===== src/rtl/cpu_pkg.sv =====
// Shared CPU definitions: fetch FSM states, vector locations, bubble and
// interrupt-sequence instruction encodings used by fetch and interruptHandler.
package cpu_pkg;

  typedef enum logic [2:0] {
    StRstHi,
    StRstLo,
    StRun,
    StIvtHi,
    StIvtLo
  } fetch_state_e;

  localparam logic [15:0] BUBBLE_INST    = 16'h07F8;
  localparam int unsigned RESET_VEC_ADDR = 0;
  localparam int unsigned IVT_ADDR       = 2;

  // Words injected by interruptHandler while entering a handler.
  localparam logic [15:0] IRQ_SAVE_PC_INST    = 16'hF480;
  localparam logic [15:0] IRQ_SAVE_FLAGS_INST = 16'hF481;

  // True while a two-word vector is being read instead of normal fetch.
  function automatic logic isVectorLoad(fetch_state_e s);
    return (s != StRun);
  endfunction

endpackage


===== src/rtl/fetch_pc_controller_if.sv =====
// Fetch-stage bus: instruction memory, hazard/redirect inputs, IF/ID outputs.
// Optional pcFault appears when FETCH_PC_RANGE_CHECK_EN is defined.
interface fetch_pc_controller_if #(
  parameter int unsigned ADDR_W = 32,
  parameter int unsigned INST_W = 16
);
  logic [ADDR_W-1:0] imemAddr;
  logic [INST_W-1:0] imemData;
  logic              stall;
  logic              branchTaken;
  logic [ADDR_W-1:0] branchTarget;
  logic              interruptRaisedInstruction;
  logic [INST_W-1:0] interruptInstruction;
  logic              interruptRaisedToFetch;
  logic [INST_W-1:0] fetchedInstruction;
  logic [ADDR_W-1:0] fetchedPC;
  logic              fetchValid;
  logic [ADDR_W-1:0] nextPC;
  logic              busy;
`ifdef FETCH_PC_RANGE_CHECK_EN
  logic              pcFault;
`endif

  // Fetch controller side.
  modport master (
`ifdef FETCH_PC_RANGE_CHECK_EN
    output pcFault,
`endif
    output imemAddr, fetchedInstruction, fetchedPC, fetchValid, nextPC, busy,
    input  imemData, stall, branchTaken, branchTarget, interruptRaisedInstruction,
    input  interruptInstruction, interruptRaisedToFetch
  );

  // Memory / pipeline / interrupt handler side.
  modport slave (
`ifdef FETCH_PC_RANGE_CHECK_EN
    input  pcFault,
`endif
    input  imemAddr, fetchedInstruction, fetchedPC, fetchValid, nextPC, busy,
    output imemData, stall, branchTaken, branchTarget, interruptRaisedInstruction,
    output interruptInstruction, interruptRaisedToFetch
  );
endinterface


===== src/rtl/fetch_vector_loader.sv =====
// Two-word HI/LO vector sequencer shared by reset and interrupt entry.
// Owns the fetch state register; the top level reads the state to decide
// whether normal fetch is active.
module fetch_vector_loader
  import cpu_pkg::*;
#(
  parameter int unsigned ADDR_W         = 32,
  parameter int unsigned INST_W         = 16,
  parameter int unsigned RESET_VEC_ADDR = cpu_pkg::RESET_VEC_ADDR,
  parameter int unsigned IVT_ADDR       = cpu_pkg::IVT_ADDR
) (
  input  logic              clk,
  input  logic              reset,
  input  logic              ivtReq,
  input  logic [INST_W-1:0] imemData,
  output fetch_state_e      state,
  output logic [ADDR_W-1:0] vecAddr,
  output logic              vecLoad,
  output logic [ADDR_W-1:0] vector,
  output logic              busy
);

  localparam logic [ADDR_W-1:0] RstHiAddr = ADDR_W'(RESET_VEC_ADDR);
  localparam logic [ADDR_W-1:0] RstLoAddr = ADDR_W'(RESET_VEC_ADDR + 1);
  localparam logic [ADDR_W-1:0] IvtHiAddr = ADDR_W'(IVT_ADDR);
  localparam logic [ADDR_W-1:0] IvtLoAddr = ADDR_W'(IVT_ADDR + 1);

  fetch_state_e      state_q, state_d;
  logic [INST_W-1:0] vecHi_q;

  // Next state and vector read address; IVT requests only count in RUN.
  always_comb begin
    state_d = state_q;
    vecAddr = '0;
    vecLoad = 1'b0;
    case (state_q)
      StRstHi: begin vecAddr = RstHiAddr; state_d = StRstLo; end
      StRstLo: begin vecAddr = RstLoAddr; vecLoad = 1'b1; state_d = StRun; end
      StIvtHi: begin vecAddr = IvtHiAddr; state_d = StIvtLo; end
      StIvtLo: begin vecAddr = IvtLoAddr; vecLoad = 1'b1; state_d = StRun; end
      StRun:   if (ivtReq) state_d = StIvtHi;
      default: state_d = StRstHi;
    endcase
  end

  // State register and high-half capture.
  always_ff @(posedge clk) begin
    if (reset) begin
      state_q <= StRstHi;
      vecHi_q <= '0;
    end else begin
      state_q <= state_d;
      if (state_q == StRstHi || state_q == StIvtHi) vecHi_q <= imemData;
    end
  end

  assign state  = state_q;
  assign vector = ADDR_W'({vecHi_q, imemData});
  assign busy   = isVectorLoad(state_q);

endmodule


===== src/rtl/fetch_pc_controller.sv =====
// Fetch-stage PC controller and IF/ID source. Loads reset/IVT vectors,
// applies redirects, stalls and handler-injected words.
// Optional: FETCH_PC_RANGE_CHECK_EN adds IMEM_DEPTH and a sticky pcFault.
module fetch_pc_controller
  import cpu_pkg::*;
#(
  parameter int unsigned ADDR_W         = 32,
  parameter int unsigned INST_W         = 16,
  parameter int unsigned RESET_VEC_ADDR = cpu_pkg::RESET_VEC_ADDR,
  parameter int unsigned IVT_ADDR       = cpu_pkg::IVT_ADDR,
  parameter logic [INST_W-1:0] BUBBLE_INST = INST_W'(cpu_pkg::BUBBLE_INST)
`ifdef FETCH_PC_RANGE_CHECK_EN
  ,
  parameter int unsigned IMEM_DEPTH = 2 ** 20
`endif
) (
  input logic                   clk,
  input logic                   reset,
  fetch_pc_controller_if.master bus
);

  fetch_state_e      state;
  logic [ADDR_W-1:0] vecAddr;
  logic              vecLoad;
  logic [ADDR_W-1:0] vector;
  logic              pcOutOfRange;

  logic [ADDR_W-1:0] pc_q, pc_d;
  logic [INST_W-1:0] inst_q, inst_d;
  logic [ADDR_W-1:0] fpc_q, fpc_d;
  logic              valid_q, valid_d;

  fetch_vector_loader #(
    .ADDR_W        (ADDR_W),
    .INST_W        (INST_W),
    .RESET_VEC_ADDR(RESET_VEC_ADDR),
    .IVT_ADDR      (IVT_ADDR)
  ) u_loader (
    .clk     (clk),
    .reset   (reset),
    .ivtReq  (bus.interruptRaisedToFetch),
    .imemData(bus.imemData),
    .state   (state),
    .vecAddr (vecAddr),
    .vecLoad (vecLoad),
    .vector  (vector),
    .busy    (bus.busy)
  );

`ifdef FETCH_PC_RANGE_CHECK_EN
  logic fault_q;

  assign pcOutOfRange = (state == StRun) &&
                        ({1'b0, pc_q} >= (ADDR_W + 1)'(IMEM_DEPTH));

  // Sticky fault: only reset clears it, redirects leave it set.
  always_ff @(posedge clk) begin
    if (reset)             fault_q <= 1'b0;
    else if (pcOutOfRange) fault_q <= 1'b1;
  end

  assign bus.pcFault = fault_q;
`else
  assign pcOutOfRange = 1'b0;
`endif

  // PC priority mux and IF/ID next value.
  always_comb begin
    pc_d    = pc_q;
    inst_d  = inst_q;
    fpc_d   = fpc_q;
    valid_d = valid_q;
    if (state != StRun) begin
      // Vector load: stall/branch ignored, pipeline fed bubbles.
      inst_d  = BUBBLE_INST;
      valid_d = 1'b0;
      if (vecLoad) pc_d = vector;
    end else if (bus.interruptRaisedToFetch) begin
      inst_d  = BUBBLE_INST;
      valid_d = 1'b0;
    end else if (bus.branchTaken) begin
      pc_d    = bus.branchTarget;
      inst_d  = BUBBLE_INST;
      valid_d = 1'b0;
    end else if (pcOutOfRange) begin
      inst_d  = BUBBLE_INST;
      valid_d = 1'b0;
    end else if (bus.stall) begin
      // Hold everything.
    end else if (bus.interruptRaisedInstruction) begin
      inst_d  = bus.interruptInstruction;
      fpc_d   = pc_q;
      valid_d = 1'b0;
    end else begin
      inst_d  = bus.imemData;
      fpc_d   = pc_q;
      valid_d = 1'b1;
      pc_d    = pc_q + ADDR_W'(1);
    end
  end

  // PC and IF/ID registers.
  always_ff @(posedge clk) begin
    if (reset) begin
      pc_q    <= '0;
      inst_q  <= BUBBLE_INST;
      fpc_q   <= '0;
      valid_q <= 1'b0;
    end else begin
      pc_q    <= pc_d;
      inst_q  <= inst_d;
      fpc_q   <= fpc_d;
      valid_q <= valid_d;
    end
  end

  assign bus.imemAddr           = (state == StRun) ? pc_q : vecAddr;
  assign bus.nextPC             = pc_q + ADDR_W'(1);
  assign bus.fetchedInstruction = inst_q;
  assign bus.fetchedPC          = fpc_q;
  assign bus.fetchValid         = valid_q;

endmodule


===== src/flat_wrapper.sv =====
// flat-port wrapper written by rule: the top's interface ports become plain ports
module fetch_pc_controller_flat import cpu_pkg::*;
#(
  parameter int unsigned ADDR_W         = 32,
  parameter int unsigned INST_W         = 16,
  parameter int unsigned RESET_VEC_ADDR = cpu_pkg::RESET_VEC_ADDR,
  parameter int unsigned IVT_ADDR       = cpu_pkg::IVT_ADDR,
  parameter logic [INST_W-1:0] BUBBLE_INST = INST_W'(cpu_pkg::BUBBLE_INST)

)
  (clk, reset, bus_imemAddr, bus_fetchedInstruction, bus_fetchedPC, bus_fetchValid, bus_nextPC, bus_busy, bus_imemData, bus_stall, bus_branchTaken, bus_branchTarget, bus_interruptRaisedInstruction, bus_interruptInstruction, bus_interruptRaisedToFetch);
  fetch_pc_controller_if #(.ADDR_W(ADDR_W), .INST_W(INST_W)) bus_i ();
  input logic clk;
  input logic reset;
  output wire logic [$bits(bus_i.imemAddr)-1:0] bus_imemAddr;
  output wire logic [$bits(bus_i.fetchedInstruction)-1:0] bus_fetchedInstruction;
  output wire logic [$bits(bus_i.fetchedPC)-1:0] bus_fetchedPC;
  output wire logic [$bits(bus_i.fetchValid)-1:0] bus_fetchValid;
  output wire logic [$bits(bus_i.nextPC)-1:0] bus_nextPC;
  output wire logic [$bits(bus_i.busy)-1:0] bus_busy;
  input wire logic [$bits(bus_i.imemData)-1:0] bus_imemData;
  input wire logic [$bits(bus_i.stall)-1:0] bus_stall;
  input wire logic [$bits(bus_i.branchTaken)-1:0] bus_branchTaken;
  input wire logic [$bits(bus_i.branchTarget)-1:0] bus_branchTarget;
  input wire logic [$bits(bus_i.interruptRaisedInstruction)-1:0] bus_interruptRaisedInstruction;
  input wire logic [$bits(bus_i.interruptInstruction)-1:0] bus_interruptInstruction;
  input wire logic [$bits(bus_i.interruptRaisedToFetch)-1:0] bus_interruptRaisedToFetch;
  assign bus_imemAddr = bus_i.imemAddr;
  assign bus_fetchedInstruction = bus_i.fetchedInstruction;
  assign bus_fetchedPC = bus_i.fetchedPC;
  assign bus_fetchValid = bus_i.fetchValid;
  assign bus_nextPC = bus_i.nextPC;
  assign bus_busy = bus_i.busy;
  assign bus_i.imemData = bus_imemData;
  assign bus_i.stall = bus_stall;
  assign bus_i.branchTaken = bus_branchTaken;
  assign bus_i.branchTarget = bus_branchTarget;
  assign bus_i.interruptRaisedInstruction = bus_interruptRaisedInstruction;
  assign bus_i.interruptInstruction = bus_interruptInstruction;
  assign bus_i.interruptRaisedToFetch = bus_interruptRaisedToFetch;
  fetch_pc_controller #(.ADDR_W(ADDR_W), .INST_W(INST_W), .RESET_VEC_ADDR(RESET_VEC_ADDR), .IVT_ADDR(IVT_ADDR), .BUBBLE_INST(BUBBLE_INST)) u_core (.clk(clk), .reset(reset), .bus(bus_i));
endmodule

===== config.mk =====
export PLATFORM = sky130hd
export DESIGN_NAME = fetch_pc_controller_flat
export DESIGN_NICKNAME = d
export VERILOG_FILES = /design/src/rtl/cpu_pkg.sv /design/src/rtl/fetch_pc_controller_if.sv /design/src/rtl/fetch_vector_loader.sv /design/src/rtl/fetch_pc_controller.sv /design/src/flat_wrapper.sv
export SDC_FILE = /design/constraint.sdc
export NUM_CORES = 1
export LEC_CHECK = 0
export ABC_AREA = 1
export CAP_MARGIN = 20
export CORE_ASPECT_RATIO = 0.8
export CORE_UTILIZATION = 35
export CTS_BUF_LIST = sky130_fd_sc_hd__clkbuf_4
export DETAILED_ROUTE_END_ITERATION = 6
export GPL_ROUTABILITY_DRIVEN = 0
export MAX_ROUTING_LAYER = met4
export PLACE_DENSITY = 0.65
export SLEW_MARGIN = 15
export SYNTH_ARGS = -nofsm -noshare
export SYNTH_HDL_FRONTEND = slang
export SYNTH_SLANG_ARGS = --single-unit

===== constraint.sdc =====
create_clock -name clk -period 3 [get_ports clk]
set_clock_uncertainty 0.1 [all_clocks]
set_input_delay 0.6 -clock clk [delete_from_list [all_inputs] [get_ports clk]]
set_output_delay 0.6 -clock clk [all_outputs]
set_load 0.01 [all_outputs]

; ---- Word-level counts from Yosys, hierarchy flattened
; Index checks and enable logic that the tools add are counted.
; Widths: inputs -> output; s select.
[totals]
inputBits = 70
mem_count = 0
out_inout_bits = 114
mem_bits_rw = 0
elab_cells = 40
regBits = 100
latchBits = 0
romBits = 0
[classes]
magnitude_cmp = 0
add_sub_neg = 1
div = 0
n_bitwise = 4
n_eq_ne = 10
shifts = 0
n_mux = 13
mul = 0
reduce_logical = 6
[ops]
columns = op, count
row1 = $mux 32, 7
row2 = $add 32x1->32 const B, 1
row3 = $mux 16, 1
row4 = $pmux 3 s4, 1
row5 = $reduce_and 4->1, 2
row6 = $eq 3x2->1 const B, 2
row7 = $ne 3x2->1 const B, 2
row8 = $pmux 2 s3, 1
row9 = $ne 2x2->1 const B, 2
row10 = $not 1->1, 4
row11 = $reduce_or 4->1, 1
row12 = $eq 3x1->1 const B, 1
row13 = $eq 3x3->1 const B, 1
row14 = $logic_not 3->1, 1
row15 = $mux 3, 1
row16 = $ne 3x3->1 const B, 1
row17 = $mux 1, 2
row18 = $ne 2x1->1 const B, 1
row19 = $reduce_or 2->1, 1
row20 = $logic_or 1x1->1, 1

; ---- Depth between registers and ports, before layout
; Gate-level depths: netlist of run 1.
[depth]
word_depth = 6
depth_mapped = 10
ltp_nobuf = 10

; ---- Hierarchy
; From an unflattened synthesis of run 1, not the netlist that was laid out.
[unflattened]
cells_unflattened = 984
area_unflattened_um2 = 6353.6
[by_module_without_submodules]
columns = module, area_each_um2, instances, cells_per_inst, seq_area_each_um2
row1 = fetch_pc_controller, 5064.9, 1, 812, 1621.6
row2 = fetch_vector_loader, 1288.7, 1, 172, 380.4

; ---- Least setup slack after synthesis of run 1
; Ideal clock, no wire load.
[synth_timing]
path_kind = flip-flop to output port
from = reg u_core.pc_q[0]
to = out bus_nextPC[30]
slack_ps = 1034
n_path_buf = 0
t_arrival_ps = 1266
t_required_ps = 2300
path_stages_with_launch = 8
path_cell_list = dfxtp_1 ha_1 nand2_1 nor2_2 nand2_1 nor2_2 nand3_1 nand2_1
[synth_via]
elab_chain_len = 1
[synth_lines]
columns = element, line
row1 = start: declaration, fetch_pc_controller.sv:28  ; logic [ADDR_W-1:0] pc_q, pc_d;
row2 = start signal: assignment, fetch_pc_controller.sv:110  ; pc_q <= pc_d;
row3 = $add 32x1->32, fetch_pc_controller.sv:118  ; assign bus.nextPC = pc_q + ADDR_W'(1);
row4 = end: declaration, flat_wrapper.sv:19  ; output wire logic [$bits(bus_i.nextPC)-1:0] bus_nextPC;
; Every way passes these cells.

; ---- Worst setup path after layout of run 1
[layout_timing]
from = reg u_core.pc_q[4]
to = out bus_nextPC[11]
; Same word-level chain as after synthesis.

==> Flow_metrics.wiki, run 1 <==
{| class="wikitable"
! Metric !! Value
|-
| Post-Layout Inst Area || 7805 um2
|-
| Switching power share of the total || 36.73%
|-
| Max Slew Vio Count || 0
|-
| Yosys warning total || 0
|-
| Number of cells on the worst reg-to-reg path || 10
|-
| Max-slew headroom || 68.25%
|-
| Syn_nets || 891
|-
| Data arrival, critical path || 2.21 ns
|-
| Total number of cells along the worst setup path || 7
|-
| Highest-count cells in the layout ignoring fill and taps || clkdlybuf4s50_1, nor2_1, nand2_1
|-
| Slowest stage delay, CP || 0.48 ns
|-
| Vias in the first global route || 5442
|-
| Count of inserted antenna diode cells || 0
|-
| Switching power || 1.303 mW
|-
| Clock network power share || 20.5%
|-
| P&R area growth vs syn || 45.92%
|-
| Clock net sink count || 100
|-
| Hold buffer count at CTS || 0
|-
| Final-report setup violation count || 0
|-
| Overall Power || 3.548 mW
|-
| Number of buffers added by the clock tree synthesis step || 9
|-
| Count of different cell masters after synthesis || 33
|-
| Effective utilization at floorplan || 35.74%
|-
| Buffers plus inverters on the worst setup path || 2
|-
| Worst Hold Depth || 2
|-
| Skew-Pair Late Insertion Delay || 0.50 ns
|-
| Ordered cell list for the critical path || nand2_2 -> nor2_2 -> nand2_4 -> nor2_4 -> xor2_2 -> inv_1 -> clkdlybuf4s50_1
|-
| Upper clock frequency limit || 343.6 MHz
|-
| Area of the core region || 14960 um2
|-
| CTS clk-pin slew, worst paths || 0.16 ns
|-
| Share of synthesized area occupied by flip-flops and latches || 37.43%
|-
| Clock period minus worst slack || 2.910 ns
|-
| Clock root buffer master || clkbuf_4
|-
| Number of nets with antenna violations after detailed routing || 0
|-
| Detailed Route Iter0 Violations || 482
|-
| Leakage power summed over all cells || 3.218 nW
|-
| Path category of the worst min-delay check || flop to flop
|-
| Per-cell routed wire length || 16.47 um
|-
| Global-route wire length before repair || 29940 um
|-
| Worst path slowest cell || clkdlybuf4s50_1
|-
| Post-Place Setup Slack || 0.2040 ns
|-
| I/O Buffers || 183
|-
| Setup ws final || 0.08963 ns
|-
| Number of iterations in the first detailed-routing pass || 5
|-
| Critical path peak fanout || 5
|-
| Post-route clock period utilization || 97.01%
|-
| Worst setup SP type || flop
|-
| Number of nets in the layout || 1070
|-
| Endpoint type of the worst setup path || output port
|-
| Total via count in the routed design || 5978
|-
| Internal portion of total power || 2.245 mW
|-
| Setup Crit Path Kind || flop to output port
|-
| Post-Route WL || 19640 um
|-
| Category of cells accounting for the largest share of critical-path delay || simple AND/OR/NAND/NOR gates
|-
| Top-Level Pins || 184
|-
| #FFs+latches synth || 100
|-
| Run status || completed
|-
| Pin count of the biggest net entering global routing || 82
|-
| Number of H-tree levels || 3
|-
| Proportion of layout cells with a drive suffix above 1 || 11.76%
|-
| Area of the mapped netlist || 5349 um2
|-
| WP data required || 2.30 ns
|-
| Power share of the combinational group || 33.6%
|-
| Count of unresolved DRC violations after routing || 0
|-
| Via density per instance || 5.015
|-
| HPWL reported at the end of detailed placement || 14270 um
|-
| Worst vdd ir || 0.0001958 V
|-
| Vertical die dimension || 112.6 um
|-
| Overall routing resource usage || 25.37%
|-
| Most common library cell in the layout ignoring fill and taps || clkdlybuf4s50_1
|-
| Synthesized area per cell || 6.523 um2
|-
| PwrDens || 454.6 nW/um2
|-
| Max-cap violations || 0
|-
| Number of buffers on the longest clock path || 2
|-
| Fin. Hold Viols || 0
|-
| Number of standard-cell rows in the floorplan || 40
|-
| Share of power burned in registers || 45.8%
|-
| Cells after synthesis || 820
|-
| Slew at the pin closest to its max-slew limit || 0.4762 ns
|-
| Clock tree from TritonCTS || done
|-
| Gr ovfl total || 0
|-
| Number of antenna violations at the first check in global routing || 0
|-
| Total Die Area || 15780 um2
|-
| Die X-Extent || 140.2 um
|-
| Placed Instance Area || 7328 um2
|}
## synthesized netlist by cell type
cell type | n | area (um2)
o21ai_1 | 32 | 160.2
nor2_2 | 7 | 43.79
nor3_2 | 1 | 10.01
o211ai_1 | 3 | 22.52
buf_6 | 3 | 33.78
inv_1 | 55 | 206.5
inv_4 | 1 | 6.260
o21ai_0 | 73 | 365.4
nand3_2 | 2 | 20.02
nand3_1 | 37 | 185.2
and2_1 | 1 | 6.260
xor2_1 | 10 | 87.58
inv_2 | 5 | 18.77
nand2_2 | 4 | 25.02
nand2_1 | 138 | 518.0
nor3_1 | 7 | 35.03
nor2_1 | 159 | 596.8
buf_1 | 3 | 11.26
a21oi_1 | 111 | 555.5
clkbuf_1 | 21 | 78.83
nand2_4 | 1 | 11.26
or2_2 | 2 | 12.51
nor2_4 | 4 | 45.04
nand3b_1 | 1 | 7.510
o21ai_2 | 1 | 8.760
buf_4 | 7 | 52.55
o21a_1 | 1 | 7.510
dfxtp_1 | 100 | 2002
a211oi_1 | 8 | 60.06
clkinv_1 | 2 | 7.510
ha_1 | 1 | 12.51
buf_2 | 11 | 55.05
mux2i_1 | 8 | 80.08
## state kept, by name, indices dropped and copies added (netlist names)
signal and cells:
u_core.u_loader.vecHi_q 16, u_core.u_loader.state 3, u_core.bus.fetchedInstruction 16, u_core.bus.fetchValid 1
u_core.bus.fetchedPC 32, u_core.pc_q 32
## metrics by stage
stage / hold slack, ns / std cells / TNS [ns] / utilization [%]
final: 0.3754 / 1192 / 0 / 52.16
after global routing: 0.4049 / 1192 / -0.02416 / 52.16
after CTS: 0.3792 / 1180 / -0.0004428 / 50.59
after detailed placement: 0.3600 / 1161 / 0 / 48.97
after global placement: 0.3527 / 1161 / 0 / 48.97
after floorplan: 0.3741 / 820 / 0 / -
## power groups by stage
stage               clock (mW)  sequential, mW  combinational [mW]
global route             0.808            1.65                1.30
global placement             0            1.62                1.14
detailed placement           0            1.62                1.14
CTS                      0.752            1.60                1.15
floorplan                    0            1.59               0.631
finish                   0.729            1.63                1.19
## path summary, 6_finish.rpt
kind,startpoint,end,slack [ns]
worst min-delay path,u_core.bus.fetchedInstruction[14],u_core.bus.fetchedInstruction[14],0.38
worst max register to register,u_core.u_loader.state[0],u_core.pc_q[31],0.88
worst min register to register,u_core.bus.fetchedInstruction[14],u_core.bus.fetchedInstruction[14],0.38
worst max-delay path,u_core.pc_q[4],bus_nextPC[11],0.09
## cell type report
cell class	instances	area, um2
inverter	63	239.0
timing repair buffer	212	2096
fill	1487	7159
clock buffer	11	82.58
clock inverter	4	41.29
multi-input combinational	613	3054
tap	189	236.5
sequential	100	2056
## worst register-to-register path, delay by kind of cell, from the launching register on
family	cells	cell delay, ns
simple gates	3	0.43
buf+inv	4	0.67
compound gates	3	0.40
flops	1	0.45
## cell families (layout without fill, tap and decap cells)
logic type / after synthesis / in the layout / synth area share (%)
AND/OR/NAND/NOR: 364 / 365 / 28.35
AO/OA/AOI/OAI: 229 / 229 / 22.06
buffers and inverters: 108 / 290 / 8.795
flip-flops: 100 / 100 / 37.43
XOR/XNOR: 10 / 10 / 1.637
multiplexers: 8 / 8 / 1.497
adder cells (fa/ha/maj): 1 / 1 / 0.2339
## per-layer routing
layer / GRT usage (%) / vias up / share of wire [%]
met5: - / - / 0
met4: 5.275 / 0 / 1.1
met3: 5.546 / 18 / 7.5
met2: 37.30 / 228 / 43
met1: 35.40 / 2688 / 48
li1: - / 3044 / -
## timing repair
action                     CTS  global route
buffers inserted             4            11
pin swaps                    3             7
cloned                       0             1
setup endpoints to repair   26            37
resized for setup           52            45
Note: power is estimated with default switching activity, not from simulation.
==> inputs of run 2 (changes only) <==
- CORE_UTILIZATION: 35 -> 51
- MAX_ROUTING_LAYER: met4 -> default
- PLACE_DENSITY: 0.65 -> 0.9
==> run 2 against run 1 <==
- hold slack better by 0.0013 ns
- first-iteration DRC count is 56% higher
- power is 3.2% lower
- clock power decreased by 12%
- final cell count fell by 4.2%
- global-route usage grew 8.4 points
- flip-flop and latch count did not move
- utilization rose by 23 points
- die area is 31% lower
- non-clock buffer count shrank 1
- cell area down 1.9%
- count of clock-buffer cells in the layout fell by 1
- largest power group unchanged
- highest routed layer unchanged
==> Flow_metrics.wiki, run 2 (synthesis results as in run 1) <==
{| class="wikitable"
! Metric !! Value
|-
| Run status || completed
|-
| Sum of negative setup slack || 0 ns (unchanged)
|-
| Fin. Hold Viols || 0 (unchanged)
|-
| Area of the core region || 10240 um2 (-32%)
|-
| Vertical die dimension || 93.60 um (-17%)
|-
| Total Die Area || 10900 um2 (-31%)
|-
| Number of buffers added by the clock tree synthesis step || 9 (unchanged)
|-
| Worst vdd ir || 0.0002301 V (+17%)
|-
| Count of unresolved DRC violations after routing || 0 (unchanged)
|-
| Highest-count cells in the layout ignoring fill and taps || clkdlybuf4s50_1, nor2_1, nand2_1
|-
| Gr ovfl total || 0 (unchanged)
|-
| Detailed Route Iter0 Violations || 750 (+56%)
|-
| Utilization of the core after routing || 74.74% (+23 points)
|-
| Number of antenna violations at the first check in global routing || 0 (unchanged)
|-
| Max-slew headroom || 49.83% (-18 points)
|-
| Clock tree from TritonCTS || done
|-
| Global-route wire length before repair || 28680 um (-4.2%)
|-
| Setup Crit Path Kind || flop to output port
|-
| Total of fill cells in the finished design || 812 (-45%)
|-
| Total via count in the routed design || 6522 (+9.1%)
|-
| Internal portion of total power || 2.141 mW (-4.6%)
|-
| Number of standard-cell rows in the floorplan || 33 (-18%)
|-
| Share of power burned in registers || 47.1% (+1.3 points)
|-
| Max-cap violations || 0 (unchanged)
|-
| Top-Level Pins || 184 (unchanged)
|-
| Per-cell routed wire length || 16.53 um (+0.35%)
|-
| Pin count of the biggest net entering global routing || 83 (+1.2%)
|-
| Upper clock frequency limit || 336.8 MHz (-2.0%)
|-
| Count of inserted antenna diode cells || 0 (unchanged)
|-
| Number of H-tree levels || 3 (unchanged)
|-
| Max Slew Vio Count || 0 (unchanged)
|-
| Number of iterations in the first detailed-routing pass || 5 (unchanged)
|-
| Endpoint type of the worst setup path || output port
|-
| Internal reg-to-reg setup slack || 0.86 ns (-0.02 ns)
|-
| CTS clk-pin slew, worst paths || 0.16 ns (about the same)
|-
| Most common library cell in the layout ignoring fill and taps || clkdlybuf4s50_1
|-
| Hold path start || u_core.bus.fetchedInstruction[14]
|-
| I/O Buffers || 183 (unchanged)
|-
| Overall routing resource usage || 33.79% (+8.4 points)
|-
| Skew-Pair Late Insertion Delay || 0.46 ns (-0.04 ns)
|-
| Worst setup SP type || flop
|-
| Final-report setup violation count || 0 (unchanged)
|-
| Capture point of the worst reg-to-reg path || u_core.pc_q[2]
|-
| HPWL reported at the end of detailed placement || 13340 um (-6.5%)
|-
| Hold buffer count at CTS || 0 (unchanged)
|-
| Number of nets in the layout || 1068 (-0.19%)
|-
| Sink of the worst hold path || u_core.bus.fetchedInstruction[14]
|-
| Clock period minus worst slack || 2.969 ns (+0.05870 ns)
|-
| Effective utilization at floorplan || 52.24% (+16 points)
|-
| Proportion of layout cells with a drive suffix above 1 || 10.48% (-1.3 points)
|-
| Reg-to-Reg Start || u_core.u_loader.state[2]
|-
| PwrDens || 448.8 nW/um2 (-1.3%)
|-
| Critical path peak fanout || 5 (unchanged)
|-
| Clock root buffer master || clkbuf_4
|-
| Post-Route WL || 18880 um (-3.9%)
|-
| Number of cells on the worst reg-to-reg path || 7 (-3)
|-
| Path category of the worst min-delay check || flop to flop
|-
| Vias in the first global route || 5729 (+5.3%)
|-
| Via density per instance || 5.711 (+14%)
|-
| WP data required || 2.30 ns (about the same)
|-
| Die X-Extent || 116.5 um (-17%)
|-
| Switching power share of the total || 37.66% (+0.93 points)
|-
| Clock net sink count || 100 (unchanged)
|-
| Power share of the combinational group || 34.3% (+0.7 points)
|-
| P&R area growth vs syn || 43.09%
|-
| Data arrival, critical path || 2.27 ns (+0.06 ns)
|-
| Overall Power || 3.435 mW (-3.2%)
|-
| Number of nets with antenna violations after detailed routing || 0 (unchanged)
|-
| Hold Worst Slack || 0.3767 ns (+0.001267 ns)
|-
| Launching element of the worst setup path || u_core.pc_q[12]
|-
| Slew at the pin closest to its max-slew limit || 0.7507 ns (+0.2745 ns)
|-
| Leakage power summed over all cells || 3.165 nW (-1.6%)
|-
| Number of buffers on the longest clock path || 2 (unchanged)
|-
| Clock network power share || 18.6% (-1.9 points)
|-
| Worst Hold Depth || 2 (unchanged)
|-
| Switching power || 1.294 mW (-0.72%)
|-
| Post-route clock period utilization || 98.97% (+2.0 points)
|}
## run 2: metal layers
metal  wire length (um)  vias to the layer above  GRT usage, %
li1                   -                     3047             -
met1               7660                     2946         45.16
met2               8404                      457         52.12
met3               2142                       72         7.971
met4                671                        0         13.68
met5                  0                        -             0
## run 2: layout make-up
| cell class | instances | area, um2 | share of cell area [%] |
|---|---|---|---|
| repair buffers | 211 | 2096 | 27.38 |
| inverters | 63 | 239.0 | 3.122 |
| clock buffers | 10 | 75.07 | 0.9809 |
| clock inverters | 6 | 31.28 | 0.4087 |
| multi-input cells | 612 | 2990 | 39.07 |
| flip-flops and latches | 100 | 2047 | 26.75 |
| well taps | 140 | 175.2 | 2.289 |
## run 2: metrics by stage
| step | setup slack [ns] | instances | area (um2) |
|---|---|---|---|
| final | 0.03093 | 1142 | 7654 |
| after global routing | -0.05365 | 1142 | 7654 |
| after CTS | 0.001932 | 1129 | 7437 |
| after detailed placement | 0.2526 | 1109 | 7244 |
| after global placement | 0.3169 | 1109 | 7244 |
| after floorplan | 1.034 | 820 | 5349 |
## run 2: timing repair
action | CTS | global route
pin swaps | 3 | 7
resized for setup | 29 | 43
buffers inserted | 4 | 13
endpoints found under the setup margin | 23 | 22
## run 2: worst max-delay path: stages, from the launching register on
cell	delay (ns)
dfxtp_2	0.39
nand2_1	0.13
nor2_2	0.21
nand2_1	0.16
nor2_4	0.17
nand3_1	0.13
nand2_1	0.10
clkdlybuf4s50_1	0.53
## run 2: worst max path at each step
stage / end / slack [ns] / cells past startpoint
2_1_floorplan: bus_nextPC[30] / 1.03 / 7
3_3_place_gp: bus_nextPC[30] / 0.32 / 8
3_5_place_dp: bus_nextPC[30] / 0.25 / 8
4_1_cts: bus_nextPC[25] / 0.002 / 7
5_1_grt: bus_nextPC[11] / -0.05 / 8
6_report: bus_nextPC[29] / 0.03 / 7
## run 2: power by group through the flow
stage | combinational, mW | clock [mW] | sequential [mW]
after floorplan | 0.631 | 0 | 1.59
after global placement | 1.10 | 0 | 1.62
after detailed placement | 1.11 | 0 | 1.62
after CTS | 1.12 | 0.640 | 1.59
after global routing | 1.27 | 0.688 | 1.63
final | 1.18 | 0.640 | 1.62
